## src/rtl/pll_ctrl_pkg.sv

```systemverilog
// Shared types for the PLL sequencer: FSM state encoding and MD port opcodes.
package pll_ctrl_pkg;

   typedef enum logic [2:0] {
      ST_RST_ASSERT = 3'd0,
      ST_WAIT_LOCK  = 3'd1,
      ST_LOCKED     = 3'd2,
      ST_MD_ADDR    = 3'd3,
      ST_MD_OP      = 3'd4,
      ST_MD_RD      = 3'd5,
      ST_FAIL       = 3'd6
   } state_e;

   localparam logic [1:0] MD_NOP  = 2'b00;
   localparam logic [1:0] MD_ADDR = 2'b01;
   localparam logic [1:0] MD_WR   = 2'b10;
   localparam logic [1:0] MD_RD   = 2'b11;

endpackage

```

## src/rtl/pll_ctrl_lock_filter.sv

```systemverilog
// Two-flop synchroniser for the asynchronous PLL LOCK plus a consecutive-high sample counter.
module pll_ctrl_lock_filter #(
   parameter int unsigned LOCK_FILTER = 8
) (
   input  logic clk,
   input  logic rst_n,
   input  logic lock_i,
   input  logic clear_i,
   output logic lock_s_o,
   output logic ok_c_o
);

   localparam int unsigned FILT_W = $clog2(LOCK_FILTER + 1);

   logic [1:0]        sync_q;
   logic [FILT_W-1:0] cnt_q, cnt_d;

   always_ff @(posedge clk or negedge rst_n) begin
      if (!rst_n) begin
         sync_q <= '0;
         cnt_q  <= '0;
      end else begin
         sync_q <= {sync_q[0], lock_i};
         cnt_q  <= cnt_d;
      end
   end

   // Any low sample restarts the run; the count saturates so it can never wrap.
   always_comb begin
      cnt_d = cnt_q;
      if (clear_i || !sync_q[1]) begin
         cnt_d = '0;
      end else if (cnt_q != FILT_W'(LOCK_FILTER)) begin
         cnt_d = cnt_q + FILT_W'(1);
      end
   end

   // High on the sample that completes the run, so the FSM can act on that same edge.
   assign ok_c_o   = !clear_i && sync_q[1] && (cnt_q == FILT_W'(LOCK_FILTER - 1));
   assign lock_s_o = sync_q[1];

endmodule

```

## src/rtl/pll_ctrl.sv

```systemverilog
// PLL reset/lock sequencer with retry and a single-requester byte bridge onto the MD config port.
module pll_ctrl
   import pll_ctrl_pkg::*;
#(
   parameter int unsigned RESET_CYCLES = 16,
   parameter int unsigned LOCK_FILTER  = 8,
   parameter int unsigned LOCK_TIMEOUT = 65535,
   parameter int unsigned MAX_RETRIES  = 3
) (
   input  logic       clk,
   input  logic       rst_n,
   input  logic       pll_lock_i,
   output logic       pll_reset_o,
   output logic [1:0] md_opc_o,
   output logic [7:0] md_wdi_o,
   input  logic [7:0] md_rdo_i,
   input  logic       cfg_req_i,
   input  logic       cfg_we_i,
   input  logic [7:0] cfg_addr_i,
   input  logic [7:0] cfg_wdata_i,
   output logic       cfg_ack_o,
   output logic [7:0] cfg_rdata_o,
   output logic       clk_ok_o,
   output logic       fail_o,
   output logic [2:0] state_o
);

   localparam int unsigned RST_W = $clog2(RESET_CYCLES + 1);
   localparam int unsigned TMO_W = $clog2(LOCK_TIMEOUT + 1);
   localparam int unsigned RTY_W = $clog2(MAX_RETRIES + 1);

   state_e             state_q, state_d;
   logic               pll_reset_q, pll_reset_d;
   logic [1:0]         opc_q, opc_d;
   logic [7:0]         wdi_q, wdi_d;
   logic               ack_q, ack_d;
   logic [7:0]         rdata_q, rdata_d;
   logic               clk_ok_q, clk_ok_d;
   logic               fail_q, fail_d;
   logic               lost_q, lost_d;
   logic [RST_W-1:0]   rst_cnt_q, rst_cnt_d;
   logic [TMO_W-1:0]   tmo_cnt_q, tmo_cnt_d;
   logic [RTY_W-1:0]   retry_q, retry_d;
   logic [RTY_W-1:0]   retry_inc;
   logic               lock_s;
   logic               filt_ok_c;
   logic               filt_clear;

   assign filt_clear = (state_q != ST_WAIT_LOCK);
   assign retry_inc  = retry_q + RTY_W'(1);

   pll_ctrl_lock_filter #(
      .LOCK_FILTER (LOCK_FILTER)
   ) u_lock_filter (
      .clk      (clk),
      .rst_n    (rst_n),
      .lock_i   (pll_lock_i),
      .clear_i  (filt_clear),
      .lock_s_o (lock_s),
      .ok_c_o   (filt_ok_c)
   );

   always_ff @(posedge clk or negedge rst_n) begin
      if (!rst_n) begin
         state_q     <= ST_RST_ASSERT;
         pll_reset_q <= 1'b1;
         opc_q       <= MD_NOP;
         wdi_q       <= '0;
         ack_q       <= 1'b0;
         rdata_q     <= '0;
         clk_ok_q    <= 1'b0;
         fail_q      <= 1'b0;
         lost_q      <= 1'b0;
         rst_cnt_q   <= '0;
         tmo_cnt_q   <= '0;
         retry_q     <= '0;
      end else begin
         state_q     <= state_d;
         pll_reset_q <= pll_reset_d;
         opc_q       <= opc_d;
         wdi_q       <= wdi_d;
         ack_q       <= ack_d;
         rdata_q     <= rdata_d;
         clk_ok_q    <= clk_ok_d;
         fail_q      <= fail_d;
         lost_q      <= lost_d;
         rst_cnt_q   <= rst_cnt_d;
         tmo_cnt_q   <= tmo_cnt_d;
         retry_q     <= retry_d;
      end
   end

   // Outputs are registered from the next state so each one lines up with state_o.
   always_comb begin
      state_d     = state_q;
      pll_reset_d = pll_reset_q;
      opc_d       = MD_NOP;
      wdi_d       = '0;
      ack_d       = 1'b0;
      rdata_d     = rdata_q;
      clk_ok_d    = clk_ok_q;
      fail_d      = fail_q;
      lost_d      = lost_q;
      rst_cnt_d   = '0;
      tmo_cnt_d   = '0;
      retry_d     = retry_q;

      unique case (state_q)
         ST_RST_ASSERT: begin
            pll_reset_d = 1'b1;
            if (rst_cnt_q == RST_W'(RESET_CYCLES - 1)) begin
               state_d     = ST_WAIT_LOCK;
               pll_reset_d = 1'b0;
            end else begin
               rst_cnt_d = rst_cnt_q + RST_W'(1);
            end
         end

         ST_WAIT_LOCK: begin
            if (filt_ok_c) begin
               state_d  = ST_LOCKED;
               clk_ok_d = 1'b1;
               retry_d  = '0;
            end else if (tmo_cnt_q == TMO_W'(LOCK_TIMEOUT - 1)) begin
               retry_d     = retry_inc;
               pll_reset_d = 1'b1;
               if (retry_inc == RTY_W'(MAX_RETRIES)) begin
                  state_d = ST_FAIL;
                  fail_d  = 1'b1;
               end else begin
                  state_d = ST_RST_ASSERT;
               end
            end else begin
               tmo_cnt_d = tmo_cnt_q + TMO_W'(1);
            end
         end

         // ack_q blocks re-acceptance while the requester is still dropping its request.
         ST_LOCKED: begin
            if (!lock_s) begin
               state_d     = ST_RST_ASSERT;
               clk_ok_d    = 1'b0;
               pll_reset_d = 1'b1;
            end else if (cfg_req_i && !ack_q) begin
               state_d = ST_MD_ADDR;
               opc_d   = MD_ADDR;
               wdi_d   = cfg_addr_i;
               lost_d  = 1'b0;
            end
         end

         ST_MD_ADDR: begin
            lost_d  = lost_q | ~lock_s;
            state_d = ST_MD_OP;
            opc_d   = cfg_we_i ? MD_WR : MD_RD;
            wdi_d   = cfg_we_i ? cfg_wdata_i : 8'h00;
         end

         // A write always forces a relock; it is also the only exit from FAIL.
         ST_MD_OP: begin
            lost_d = lost_q | ~lock_s;
            if (cfg_we_i) begin
               state_d     = ST_RST_ASSERT;
               ack_d       = 1'b1;
               clk_ok_d    = 1'b0;
               pll_reset_d = 1'b1;
               fail_d      = 1'b0;
               retry_d     = '0;
            end else begin
               state_d = ST_MD_RD;
            end
         end

         ST_MD_RD: begin
            rdata_d = md_rdo_i;
            ack_d   = 1'b1;
            if (lost_q || !lock_s) begin
               state_d     = ST_RST_ASSERT;
               clk_ok_d    = 1'b0;
               pll_reset_d = 1'b1;
            end else begin
               state_d = ST_LOCKED;
            end
         end

         ST_FAIL: begin
            pll_reset_d = 1'b1;
            fail_d      = 1'b1;
            clk_ok_d    = 1'b0;
            if (cfg_req_i && !ack_q) begin
               if (cfg_we_i) begin
                  state_d = ST_MD_ADDR;
                  opc_d   = MD_ADDR;
                  wdi_d   = cfg_addr_i;
                  lost_d  = 1'b0;
               end else begin
                  ack_d = 1'b1;
               end
            end
         end

         default: begin
            state_d     = ST_RST_ASSERT;
            pll_reset_d = 1'b1;
            clk_ok_d    = 1'b0;
         end
      endcase
   end

   assign pll_reset_o = pll_reset_q;
   assign md_opc_o    = opc_q;
   assign md_wdi_o    = wdi_q;
   assign cfg_ack_o   = ack_q;
   assign cfg_rdata_o = rdata_q;
   assign clk_ok_o    = clk_ok_q;
   assign fail_o      = fail_q;
   assign state_o     = state_q;

endmodule
```

## config.mk

```make
export PLATFORM = sky130hd
export DESIGN_NAME = pll_ctrl
export DESIGN_NICKNAME = d
export VERILOG_FILES = /design/src/rtl/pll_ctrl_pkg.sv /design/src/rtl/pll_ctrl_lock_filter.sv /design/src/rtl/pll_ctrl.sv
export SDC_FILE = /design/constraint.sdc
export NUM_CORES = 1
export LEC_CHECK = 0
export CAP_MARGIN = 20
export CORE_ASPECT_RATIO = 1.5
export CORE_MARGIN = 8
export CORE_UTILIZATION = 30
export CTS_CLUSTER_DIAMETER = 150
export DETAILED_ROUTE_END_ITERATION = 8
export PLACE_DENSITY_LB_ADDON = 0.08
export SLEW_MARGIN = 20
export SYNTH_ARGS = -nofsm -noshare
export SYNTH_HDL_FRONTEND = slang
export SYNTH_HIERARCHICAL = 1
export SYNTH_SLANG_ARGS = --single-unit
```

## constraint.sdc

```tcl
create_clock -name clk -period 4.3 [get_ports clk]
set_input_delay 0.86 -clock clk [delete_from_list [all_inputs] [get_ports clk]]
set_output_delay 0.86 -clock clk [all_outputs]
set_load 0.02 [all_outputs]
```

==> results.tsv <==
metric	value	unit
Area growth syn-to-layout	28.6	%
antenna violations before repair	0	
HPWL Detailed	4.52	mm
Antenna diodes	0	
endpoints failing setup	0	
Pre-antenna DRT Iters	4	
Worst Path Arrival	2.87	ns
Final Hold Vio Count	0	
R2R cell count	8	
share of the synthesized area in the top cell type	51.5	%
Yosys warnings	6	
Rel. slew slack	51.0	%
Mean Syn Cell Area	10.9	um2
minimum clock period	2.73	ns
hold buffers post-CTS	0	
FFs w/ async S/R, synth	100	%
total die area	12100	um2
worst path bufs/invs	2	
Final Max Tran Viols	0	
Unique masters post-synth	48	
max frequency	0.366	GHz
via count	1861	
post-layout util	39.0	%
most frequent CP cell	nand2b_1	
Fillers	884	
Sequential Power Share	41.3	%
IO Pins	54	
CP Class	reg2reg	
drt wl/cell	14.8	um
drt initial violations	114	
Clock power frac	22.8	%
pwr/cell area	505	nW/um2
switching pwr	0.590	mW
Fin Clk Skew	0.00645	ns
Routability Congestion	0.766	
setup_tns	0	ns
largest net degree at the start of global routing	30	
most frequent cell after synthesis	dfrtp_1	
post-CTS setup buffer count	0	
Worst-Margin Slew	0.733	ns
final antenna-violating net count	0	
crit-path cells	inv_2 -> nand3b_1 -> nand2b_1 -> nor3_1 -> inv_1 -> nand2b_4 -> nand2b_1 -> o41ai_2	
Die Wd	92.4	um
first-pass GRT wire length	10.1	mm
Synth Register Bits	55	
GRT overflow	0	
GRT Overall Usage	10.7	%
TritonCTS clock tree	built	
Skew-Pair Late Insertion Delay	0.29	ns
Seq/Total Area, Yosys	52.5	%
TritonCTS Sinks	55	
number of flops mapped to enable cells by yosys	0	
nets@finish	332	
Crit path largest cell delay	0.57	ns
Max FO, Critical Path	18	
IO buf count	53	
Cell Rows	42	
Bufs on Longest Clock Path	2	
Pint	1.12	mW
post-synthesis cell count	242	
crit start category	register	
clk root buf	clkbuf_16	
VDD IR max	0.161	mV
Static Leak	1.49	nW
crit share post-route	63.5	%
Commonest cells post-synth	54 x dfrtp_1, 41 x nor2_1, 13 x nand3_1	
Hold Path Class	reg2reg	
Mapped Area	2630	um2
Most used DFF post-synth	dfrtp_1	
MaxCap Viol Count	0	
hold depth	0	
Gate power share	35.8	%
Via density	4.56	
top cells by area, synth	dfrtp_1 51%, nor2_1 5.9%, mux2_2 3.4%, xor2_1 3.3%, ha_1 2.9%	
Post-CTS Resized	0	
area leader, netlist	dfrtp_1	
clock buffer count from CTS	5	
DRC Markers	0	
Reg clk slew, reported paths	0.07	ns
CP max-delay cell	nand2b_1	
Initial Utilization	30.3	%
status	finished, final reports clean	
switching share of power	34.6	%
CP Capture Type	register	
CP delay by family, top	simple AND/OR/NAND/NOR gates	
DRT Wirelength	6.02	mm
proportion of layout cells with a drive suffix above 1	10.1	%
unrepaired setup endpoints after global routing	no	
Crit path required time	4.44	ns
Syn Nets	277	
logic depth of the worst path, buffers included	8	
CORE AREA	8670	um2
Die H	131	um
vias in the first global route	1903	
htree depth	2	
-- cells by family after synthesis --
kind of cell,after synthesis,share of synthesized area (%)
and+or+nand+nor,99,20.1
DFF,55,52.5
AOI/OAI and AO/OA,36,10.3
xor gates and xnor gates,18,6.00
buffers and inverters,17,3.67
muxes,11,4.57
adders and majority gates,6,2.86
-- layout make-up --
type                            instances  area [um2]  share of cell area (%)
Timing Repair Buffer                   54         533                    15.8
Sequential cell                        55        1380                    40.8
Inverter                               11        41.3                    1.22
Multi-Input combinational cell        170        1150                    34.1
Clock buffer                            8         136                    4.04
Tap cell                              110         138                    4.07
-- worst reg2reg max path, cell delays in order (launching register included) --
cell	delay (ns)
dfrtp_1	0.55
inv_2	0.20
nand3b_1	0.18
nand2b_1	0.27
nor3_1	0.34
inv_1	0.17
nand2b_4	0.11
nand2b_1	0.57
o41ai_2	0.18
-- per-layer routing --
layer | vias up | global-route usage (%) | share of wire [%]
met5 | - | 0 | 0
met4 | 0 | 4.19 | 1.6
met3 | 5 | 2.63 | 4.6
met2 | 25 | 19.5 | 55
met1 | 893 | 11.5 | 39
li1 | 938 | - | -
-- stage by stage --
step | total power [mW] | std cells | worst slack (ns) | cell area, um2 | hold WS, ns
floorplan | 1.12 | 242 | 2.18 | 2630 | 0.331
global placement | 1.34 | 400 | 1.60 | 3240 | 0.333
detailed placement | 1.34 | 400 | 1.52 | 3240 | 0.336
CTS | 1.75 | 408 | 1.51 | 3380 | 0.352
global route | 1.82 | 408 | 1.23 | 3380 | 0.357
finish | 1.71 | 408 | 1.57 | 3380 | 0.349
-- registers in the layout, indices dropped and copies added, names as in the netlist, 3 cells and up --
name	flops
tmo_cnt_q	16
cfg_rdata_o	8
md_wdi_o	8
rst_cnt_q	5
u_lock_filter/cnt_q	4
state_o	3
-- power by group through the flow --
stage	clock [mW]	sequential, mW	combinational [mW]
2_1_floorplan	0	0.760	0.363
3_3_place_gp	0	0.713	0.628
3_5_place_dp	0	0.714	0.628
4_1_cts	0.410	0.705	0.631
5_1_grt	0.427	0.724	0.675
6_report	0.390	0.705	0.612
-- placed cells by master (no fill, tap or decap), types with 7 or more instances in the layout --
master,Yosys,routed
xor2_1,10,10
inv_1,10,10
clkdlybuf4s50_1,0,52
a22o_1,8,8
xnor2_1,8,8
nand2_1,10,10
nand3_1,13,13
mux2_2,8,8
a21oi_1,7,7
dfrtp_1,54,54
nor2_1,41,41
-- final timing paths --
check,from,endpoint,slack [ns]
setup / recovery,state_o[2]$_DFFE_PN0P_,state_o[0]$_DFFE_PN0P_,1.57
hold / removal,u_lock_filter/sync_q[0]$_DFF_PN0_,u_lock_filter/sync_q[1]$_DFF_PN0_,0.35
setup reg to reg,state_o[2]$_DFFE_PN0P_,state_o[0]$_DFFE_PN0P_,1.57
hold reg to reg,u_lock_filter/sync_q[0]$_DFF_PN0_,u_lock_filter/sync_q[1]$_DFF_PN0_,0.35
max in group asynchronous,rst_n,pll_reset_o$_DFFE_PN1P_,2.86
min in group asynchronous,rst_n,cfg_rdata_o[6]$_DFFE_PN0P_,0.57
Power figures use the tool's default switching activity.
